### src/rtl/subleq_ifetch_if.sv
// Fetch-unit bus bundle: control from execute, program-memory read port and IR load port.
interface subleq_ifetch_if #(
  parameter int unsigned ADDR_W = 8
);
  logic              fetch_go;
  logic              pc_load;
  logic [ADDR_W-1:0] pc_next;
  logic              mem_req;
  logic [ADDR_W-1:0] mem_addr;
  logic              mem_ack;
  logic [7:0]        mem_rdata;
  logic [23:0]       instr_out;
  logic              ir_en;
  logic              busy;
  logic [ADDR_W-1:0] pc;

  modport master (
    input  fetch_go, pc_load, pc_next, mem_ack, mem_rdata,
    output mem_req, mem_addr, instr_out, ir_en, busy, pc
  );

  modport slave (
    output fetch_go, pc_load, pc_next, mem_ack, mem_rdata,
    input  mem_req, mem_addr, instr_out, ir_en, busy, pc
  );
endinterface

### src/rtl/subleq_ifetch.sv
// SUBLEQ instruction fetch: reads A,B,C bytes at PC..PC+2, loads the IR with a one-cycle
// pulse and advances PC by 3; accepts branch targets while idle.
module subleq_ifetch #(
  parameter int unsigned      ADDR_W   = 8,
  parameter logic [ADDR_W-1:0] RESET_PC = '0
) (
  input logic              CLK,
  input logic              RST,
  subleq_ifetch_if.master  bus_io
);

  typedef enum logic [2:0] {StIdle, StF0, StF1, StF2, StLoad} state_e;

  state_e            state_q, state_d;
  logic [ADDR_W-1:0] pc_q, pc_d;
  logic [15:0]       hold_q, hold_d;
  logic [23:0]       instr_q, instr_d;
  logic [ADDR_W-1:0] addr_off;

  always_ff @(posedge CLK or negedge RST) begin
    if (!RST) begin
      state_q <= StIdle;
      pc_q    <= RESET_PC;
      hold_q  <= '0;
      instr_q <= '0;
    end else begin
      state_q <= state_d;
      pc_q    <= pc_d;
      hold_q  <= hold_d;
      instr_q <= instr_d;
    end
  end

  // Third byte goes straight into instr_out, so only A and B need holding.
  always_comb begin
    state_d = state_q;
    pc_d    = pc_q;
    hold_d  = hold_q;
    instr_d = instr_q;
    unique case (state_q)
      StIdle: begin
        if (bus_io.pc_load)  pc_d    = bus_io.pc_next;
        if (bus_io.fetch_go) state_d = StF0;
      end
      StF0: begin
        if (bus_io.mem_ack) begin
          hold_d[15:8] = bus_io.mem_rdata;
          state_d      = StF1;
        end
      end
      StF1: begin
        if (bus_io.mem_ack) begin
          hold_d[7:0] = bus_io.mem_rdata;
          state_d     = StF2;
        end
      end
      StF2: begin
        if (bus_io.mem_ack) begin
          instr_d = {hold_q, bus_io.mem_rdata};
          pc_d    = pc_q + ADDR_W'(3);
          state_d = StLoad;
        end
      end
      StLoad:  state_d = StIdle;
      default: state_d = StIdle;
    endcase
  end

  // Outputs depend on registered state and PC only.
  always_comb begin
    addr_off = '0;
    unique case (state_q)
      StF1:    addr_off = ADDR_W'(1);
      StF2:    addr_off = ADDR_W'(2);
      default: addr_off = '0;
    endcase
  end

  assign bus_io.mem_req   = (state_q == StF0) || (state_q == StF1) || (state_q == StF2);
  assign bus_io.mem_addr  = pc_q + addr_off;
  assign bus_io.ir_en     = (state_q == StLoad);
  assign bus_io.busy      = (state_q != StIdle);
  assign bus_io.pc        = pc_q;
  assign bus_io.instr_out = instr_q;

endmodule
### src/flat_wrapper.sv
// flat-port wrapper written by rule: the top's interface ports become plain ports
module subleq_ifetch_flat 
#(
  parameter int unsigned      ADDR_W   = 8,
  parameter logic [ADDR_W-1:0] RESET_PC = '0
)
  (CLK, RST, bus_io_fetch_go, bus_io_pc_load, bus_io_pc_next, bus_io_mem_ack, bus_io_mem_rdata, bus_io_mem_req, bus_io_mem_addr, bus_io_instr_out, bus_io_ir_en, bus_io_busy, bus_io_pc);
  subleq_ifetch_if #(.ADDR_W(ADDR_W)) bus_io_i ();
  input logic CLK;
  input logic RST;
  input wire logic [$bits(bus_io_i.fetch_go)-1:0] bus_io_fetch_go;
  input wire logic [$bits(bus_io_i.pc_load)-1:0] bus_io_pc_load;
  input wire logic [$bits(bus_io_i.pc_next)-1:0] bus_io_pc_next;
  input wire logic [$bits(bus_io_i.mem_ack)-1:0] bus_io_mem_ack;
  input wire logic [$bits(bus_io_i.mem_rdata)-1:0] bus_io_mem_rdata;
  output wire logic [$bits(bus_io_i.mem_req)-1:0] bus_io_mem_req;
  output wire logic [$bits(bus_io_i.mem_addr)-1:0] bus_io_mem_addr;
  output wire logic [$bits(bus_io_i.instr_out)-1:0] bus_io_instr_out;
  output wire logic [$bits(bus_io_i.ir_en)-1:0] bus_io_ir_en;
  output wire logic [$bits(bus_io_i.busy)-1:0] bus_io_busy;
  output wire logic [$bits(bus_io_i.pc)-1:0] bus_io_pc;
  assign bus_io_i.fetch_go = bus_io_fetch_go;
  assign bus_io_i.pc_load = bus_io_pc_load;
  assign bus_io_i.pc_next = bus_io_pc_next;
  assign bus_io_i.mem_ack = bus_io_mem_ack;
  assign bus_io_i.mem_rdata = bus_io_mem_rdata;
  assign bus_io_mem_req = bus_io_i.mem_req;
  assign bus_io_mem_addr = bus_io_i.mem_addr;
  assign bus_io_instr_out = bus_io_i.instr_out;
  assign bus_io_ir_en = bus_io_i.ir_en;
  assign bus_io_busy = bus_io_i.busy;
  assign bus_io_pc = bus_io_i.pc;
  subleq_ifetch #(.ADDR_W(ADDR_W), .RESET_PC(RESET_PC)) u_core (.CLK(CLK), .RST(RST), .bus_io(bus_io_i));
endmodule
### config.mk
export PLATFORM = sky130hd
export DESIGN_NAME = subleq_ifetch_flat
export DESIGN_NICKNAME = d
export VERILOG_FILES = /design/src/rtl/subleq_ifetch_if.sv /design/src/rtl/subleq_ifetch.sv /design/src/flat_wrapper.sv
export SDC_FILE = /design/constraint.sdc
export NUM_CORES = 1
export LEC_CHECK = 0
export CAP_MARGIN = 20
export CORE_ASPECT_RATIO = 0.9
export CORE_MARGIN = 2
export CORE_UTILIZATION = 50
export DETAILED_ROUTE_END_ITERATION = 16
export PLACE_DENSITY = 0.82
export SYNTH_ARGS = -nofsm -noshare
export SYNTH_HDL_FRONTEND = slang
export SYNTH_SLANG_ARGS = --single-unit
### constraint.sdc
create_clock -name CLK -period 5.07 [get_ports CLK]
set_input_delay 0.7605 -clock CLK [delete_from_list [all_inputs] [get_ports CLK]]
set_output_delay 0.7605 -clock CLK [all_outputs]
set_load 0.01 [all_outputs]
Word level (Yosys, flattened, before mapping):

Index checks and enable logic that the tools add are counted.

* flip-flop bits (word level): 51
* bits of input ports: 21
* output and inout port bits: 43
* word-level logic and storage cells: 35

* $add $sub $neg: 2
* equality and inequality tests: 9
* muxes and demuxes: 9
* reduce and logical (&&, ||, !) cells: 10

Operator list (number)
* two-way mux 8 bit: 2
* one-hot mux 8 bit (2 select lines): 1
* two-way mux 3 bit: 4
* one-hot mux 3 bit (4 select lines): 1
* != test 2 bit, second input constant: 5
* adder 8 x 2 -> 8 bit: 1
* adder 8 x 2 -> 8 bit, second input constant: 1
* == test 3 x 2 -> 1 bit, second input constant: 2
* AND reduction 2 bit: 3
* one-hot mux 2 bit (2 select lines): 1
* AND reduction 4 bit: 1
* == test 3 x 1 -> 1 bit, second input constant: 1
* == test 3 bit, second input constant: 1
* zero test 3 bit: 1
* AND reduction 3 bit: 1
* nonzero test 3 bit: 1
* logical OR 1 bit: 2
* nonzero test 2 bit: 1

Depth between registers and ports, before layout:

* word-level depth: 3
* mapped depth: 9
* gate-level depth less buffers: 7

Worst setup path before layout:

OpenSTA, ideal clock, no wires.

* kind: register to output
* start point: reg u_core.state_q[2]
* end point: out bus_io_mem_addr[7]
* arrival: 1.657 ns
* required time: 4.310 ns
* slack: 2.652 ns
* cell stages (with the launch flop): 10
* path buffers: 2
* cells stage by stage: dfrtp_1 -> buf_4 -> nand3b_4 -> inv_1 -> buf_6 -> ha_1 -> a21oi_1 -> nor2_1 -> nand2_1 -> xnor2_1

* word-level cells in the longest chain between the ends: 3
* elaborated cells between the ends (all ways): 4
* classes of those cells: add/sub: 1; eq/ne: 2; mux: 1

RTL lines
* start: declaration: RTL line subleq_ifetch.sv:14 `state_e state_q, state_d;`
* start signal: assignment: RTL line subleq_ifetch.sv:22 `state_q <= StIdle;`
* start signal: assignment: RTL line subleq_ifetch.sv:27 `state_q <= state_d;`
* == test 3 x 2 -> 1 bit: RTL line subleq_ifetch.sv:72 `unique case (state_q)`
* one-hot mux 2 bit (2 select lines) (*): RTL line subleq_ifetch.sv:72
* adder 8 x 2 -> 8 bit (*): RTL line subleq_ifetch.sv:80 `assign bus_io.mem_addr = pc_q + addr_off;`
* end: declaration: RTL line flat_wrapper.sv:17 `output wire logic [$bits(bus_io_i.mem_addr)-1:0] bus_io_mem_addr;`

Mark *: on every way between the ends. The rest lies on a longest branch, timed or not.

Worst setup path in the final report:

* start point: reg u_core.state_q[1]
* end point: out bus_io_mem_addr[7]

The elaborated chain is that of the path after synthesis.

==> impl_metrics.tcl <==
set metrics [dict create \
    pwr-share-comb 0.481 \
    area_growth_pct 30.75 \
    worstSetupPathType "reg -> out" \
    finalSetupViolCount 0 \
    ys_top_cells_by_count "51 x dfrtp_1, 39 x mux2_2, 11 x a21oi_1" \
    hpwl_microns 3321 \
    ys_ff_latch 51 \
    status "finished, final reports clean" \
    n_antenna_cell 0 \
    cts_setup_buffers 0 \
    drc 0 \
    start_kind "register" \
    end_kind "output pin" \
    cp_max_fo 16 \
    finalCriticalPeriod_ns 3.551 \
    min_to "u_core.bus_io.instr_out[23]" \
    drv_cap 0 \
    core_sq_um 4518 \
    synth_top_cell_by_area "dfrtp_1" \
    met1_length_microns 2199 \
    rr_endpoint "u_core.bus_io.pc[0]" \
    hold-path-cell-count 1 \
    wl_met3_microns 180 \
    ys_types 39 \
    wl_met2_microns 2224 \
    die_h_microns 69.57 \
    grt_max_degree 52 \
    worst_pin_slew_ns 0.6209 \
    dr.max_layer_used "met4" \
    power_frac_seq 0.385 \
    fmax_ghz 0.2816 \
    start_util 0.5287 \
    synth-main-ff-cell "dfrtp_1" \
    slew_headroom 0.5861 \
    rsz0062_at_grt "no" \
    synth_top_cell_area_share 0.5343 \
    placementRows 23 \
    die_area_sq_um 5347 \
    finClkSkew_ns 0.007473 \
    finalNetCount 273 \
    wl_per_cell_microns 14.98 \
    drtIter0Drc 102 \
    setup-tns-final_ns 0 \
    port_buffers 63 \
    cts-buffers-inserted 5 \
    clkLatencyLatePin_ns 0.30 \
    r2r-start "u_core.state_q[1]" \
    p_sw_w 0.0007168 \
    drive_gt1_frac 0.2289 \
    seq_area_frac_synth 0.5343 \
    synth_area_leaders "dfrtp_1 53%, mux2_2 18%, a21oi_1 2.3%" \
    clk_pin_slew_ns 0.09 \
    post_cts_resized 0 \
    vias 1617 \
    critPathRequiredTime_ns 4.31 \
    postCtsHoldBufs 0 \
    place_inst 303 \
    synth_edf_count 0 \
    peakVddDrop_v 0.0003376 \
    slew_viol_final 0 \
    pwr-share-clk 0.134 \
    gr-usage-all-layers 0.1829 \
    synthesis.area_sq_um 2389 \
    syn-mean-instance-area_sq_um 12.71 \
    grt_remaining_overflow 0 \
    async_flop_share 1.000 \
    power_density_nw_per_um2 662.4 \
    io_pins 64 \
    reg2reg_depth 4 \
    critical_path_arrival_ns 2.79 \
    min-delay-start "u_core.hold_q[15]" \
    timing.final.crit_share 0.7003 \
    cts_root_buf "clkbuf_8" \
    antenna_found_initial 0 \
    syn_inst 188 \
    via_per_inst 5.199 \
    fin_cells 311 \
    ctsHtreeMaxLevel 2 \
    ant_nets 0 \
    numClockSinks 51 \
    grt_pass1_vias 1506 \
    max-clock-path-buffers 2 \
    grt_pass1_wl_microns 7714 \
    synth_most_common_cell "dfrtp_1" \
    die_w_microns 76.86 \
    place.gp.congestion 0.8346 \
    regToRegSetupSlack_ns 3.31 \
    hold_viol_final 0 \
    p_sw_frac 0.3465 \
    yosysWarnings 0 \
    fillers 355 \
    first_pass_iters 4 \
    worstHoldPathType "reg -> reg" \
    p_int_w 0.001352 \
    power_leakage_nw 1.323 \
    synth_nets 213 \
    wl_microns 4660 \
    cts_tree "done" \
]
logic make-up (layout without fill, tap and decap cells):
| kind of cell | Yosys count | in the layout | synth area share |
|---|---|---|---|
| flops | 51 | 51 | 0.5343 |
| mux | 41 | 41 | 0.1933 |
| simple gates | 37 | 37 | 0.09482 |
| compound gates | 31 | 31 | 0.08120 |
| buf+inv | 17 | 78 | 0.04661 |
| xor+xnor | 7 | 7 | 0.02567 |
| fa+ha+maj | 4 | 4 | 0.02410 |
placed cells by master, fill, tap and decap left out, types with 2 or more instances in the layout:
master,instances
dfrtp_1,51
nand2_1,9
mux2_2,39
nand3_1,2
o22ai_1,2
mux2_1,2
and2_1,2
clkbuf_8,5
a21oi_1,11
ha_1,3
o21ai_0,10
o2bb2ai_1,2
nor2_1,10
inv_1,6
xnor2_1,2
nor3_1,2
nand4_1,2
clkdlybuf4s50_1,62
xor2_1,5
state kept, by name (all words and copies together) (netlist names):
register,flops
u_core.state_q,3
u_core.bus_io.instr_out,24
u_core.bus_io.pc,8
u_core.hold_q,16
how the worst max path moves through the flow:
stage | start | endpoint | slack, ns
6_report | u_core.state_q[1] | bus_io_mem_addr[7] | 1.52
4_1_cts | u_core.state_q[1] | bus_io_mem_addr[7] | 1.50
3_5_place_dp | u_core.state_q[1] | bus_io_mem_addr[7] | 1.84
2_1_floorplan | u_core.state_q[2] | bus_io_mem_addr[7] | 2.65
5_1_grt | u_core.state_q[1] | bus_io_mem_addr[7] | 1.30
3_3_place_gp | u_core.state_q[1] | bus_io_mem_addr[7] | 1.92
final cells by class:
cell class | instances | area [sq um] | area share
Timing Repair Buffer | 64 | 633.1 | 0.2027
Sequential cell | 51 | 1276 | 0.4087
Clock inverter | 3 | 43.79 | 0.01402
Inverter | 6 | 22.52 | 0.007212
Tap cell | 62 | 77.57 | 0.02484
Multi-Input combinational cell | 120 | 1001 | 0.3205
Clock buffer | 5 | 68.82 | 0.02204
power by group through the flow:
stage	logic [W]	clock network [W]	registers, W
final	0.000995	0.000278	0.000796
after floorplan	0.000572	0	0.000780
after global placement	0.000982	0	0.000792
after CTS	0.00101	0.000283	0.000796
after global routing	0.00108	0.000304	0.000831
after detailed placement	0.00100	0	0.000802
layer usage:
layer | track usage | up-vias
met5 | 0 | -
met4 | 0.06061 | 0
met3 | 0.03516 | 5
met2 | 0.2749 | 34
met1 | 0.2680 | 800
li1 | - | 778
worst max-delay path: stages, from the launching register on:
cell and delay [ns]:
dfrtp_1 0.65, nand3b_4 0.16, inv_1 0.37, ha_1 0.31, a21oi_1 0.19, nor2_1 0.09, nand2_1 0.07, xnor2_1 0.11
clkdlybuf4s50_1 0.55
metrics by stage:
step | setup WS (ns) | total power, W | area [sq um] | util | hold slack, ns
3_5_place_dp | 1.838 | 0.001806 | 3010 | 0.6663 | 0.4755
6_report | 1.519 | 0.002069 | 3123 | 0.6912 | 0.4916
2_1_floorplan | 2.652 | 0.001352 | 2389 | - | 0.4541
5_1_grt | 1.301 | 0.002210 | 3123 | 0.6912 | 0.5270
3_3_place_gp | 1.918 | 0.001774 | 3010 | 0.6663 | 0.4656
4_1_cts | 1.500 | 0.002089 | 3123 | 0.6912 | 0.4931
Note: power is estimated with default switching activity, not from simulation.
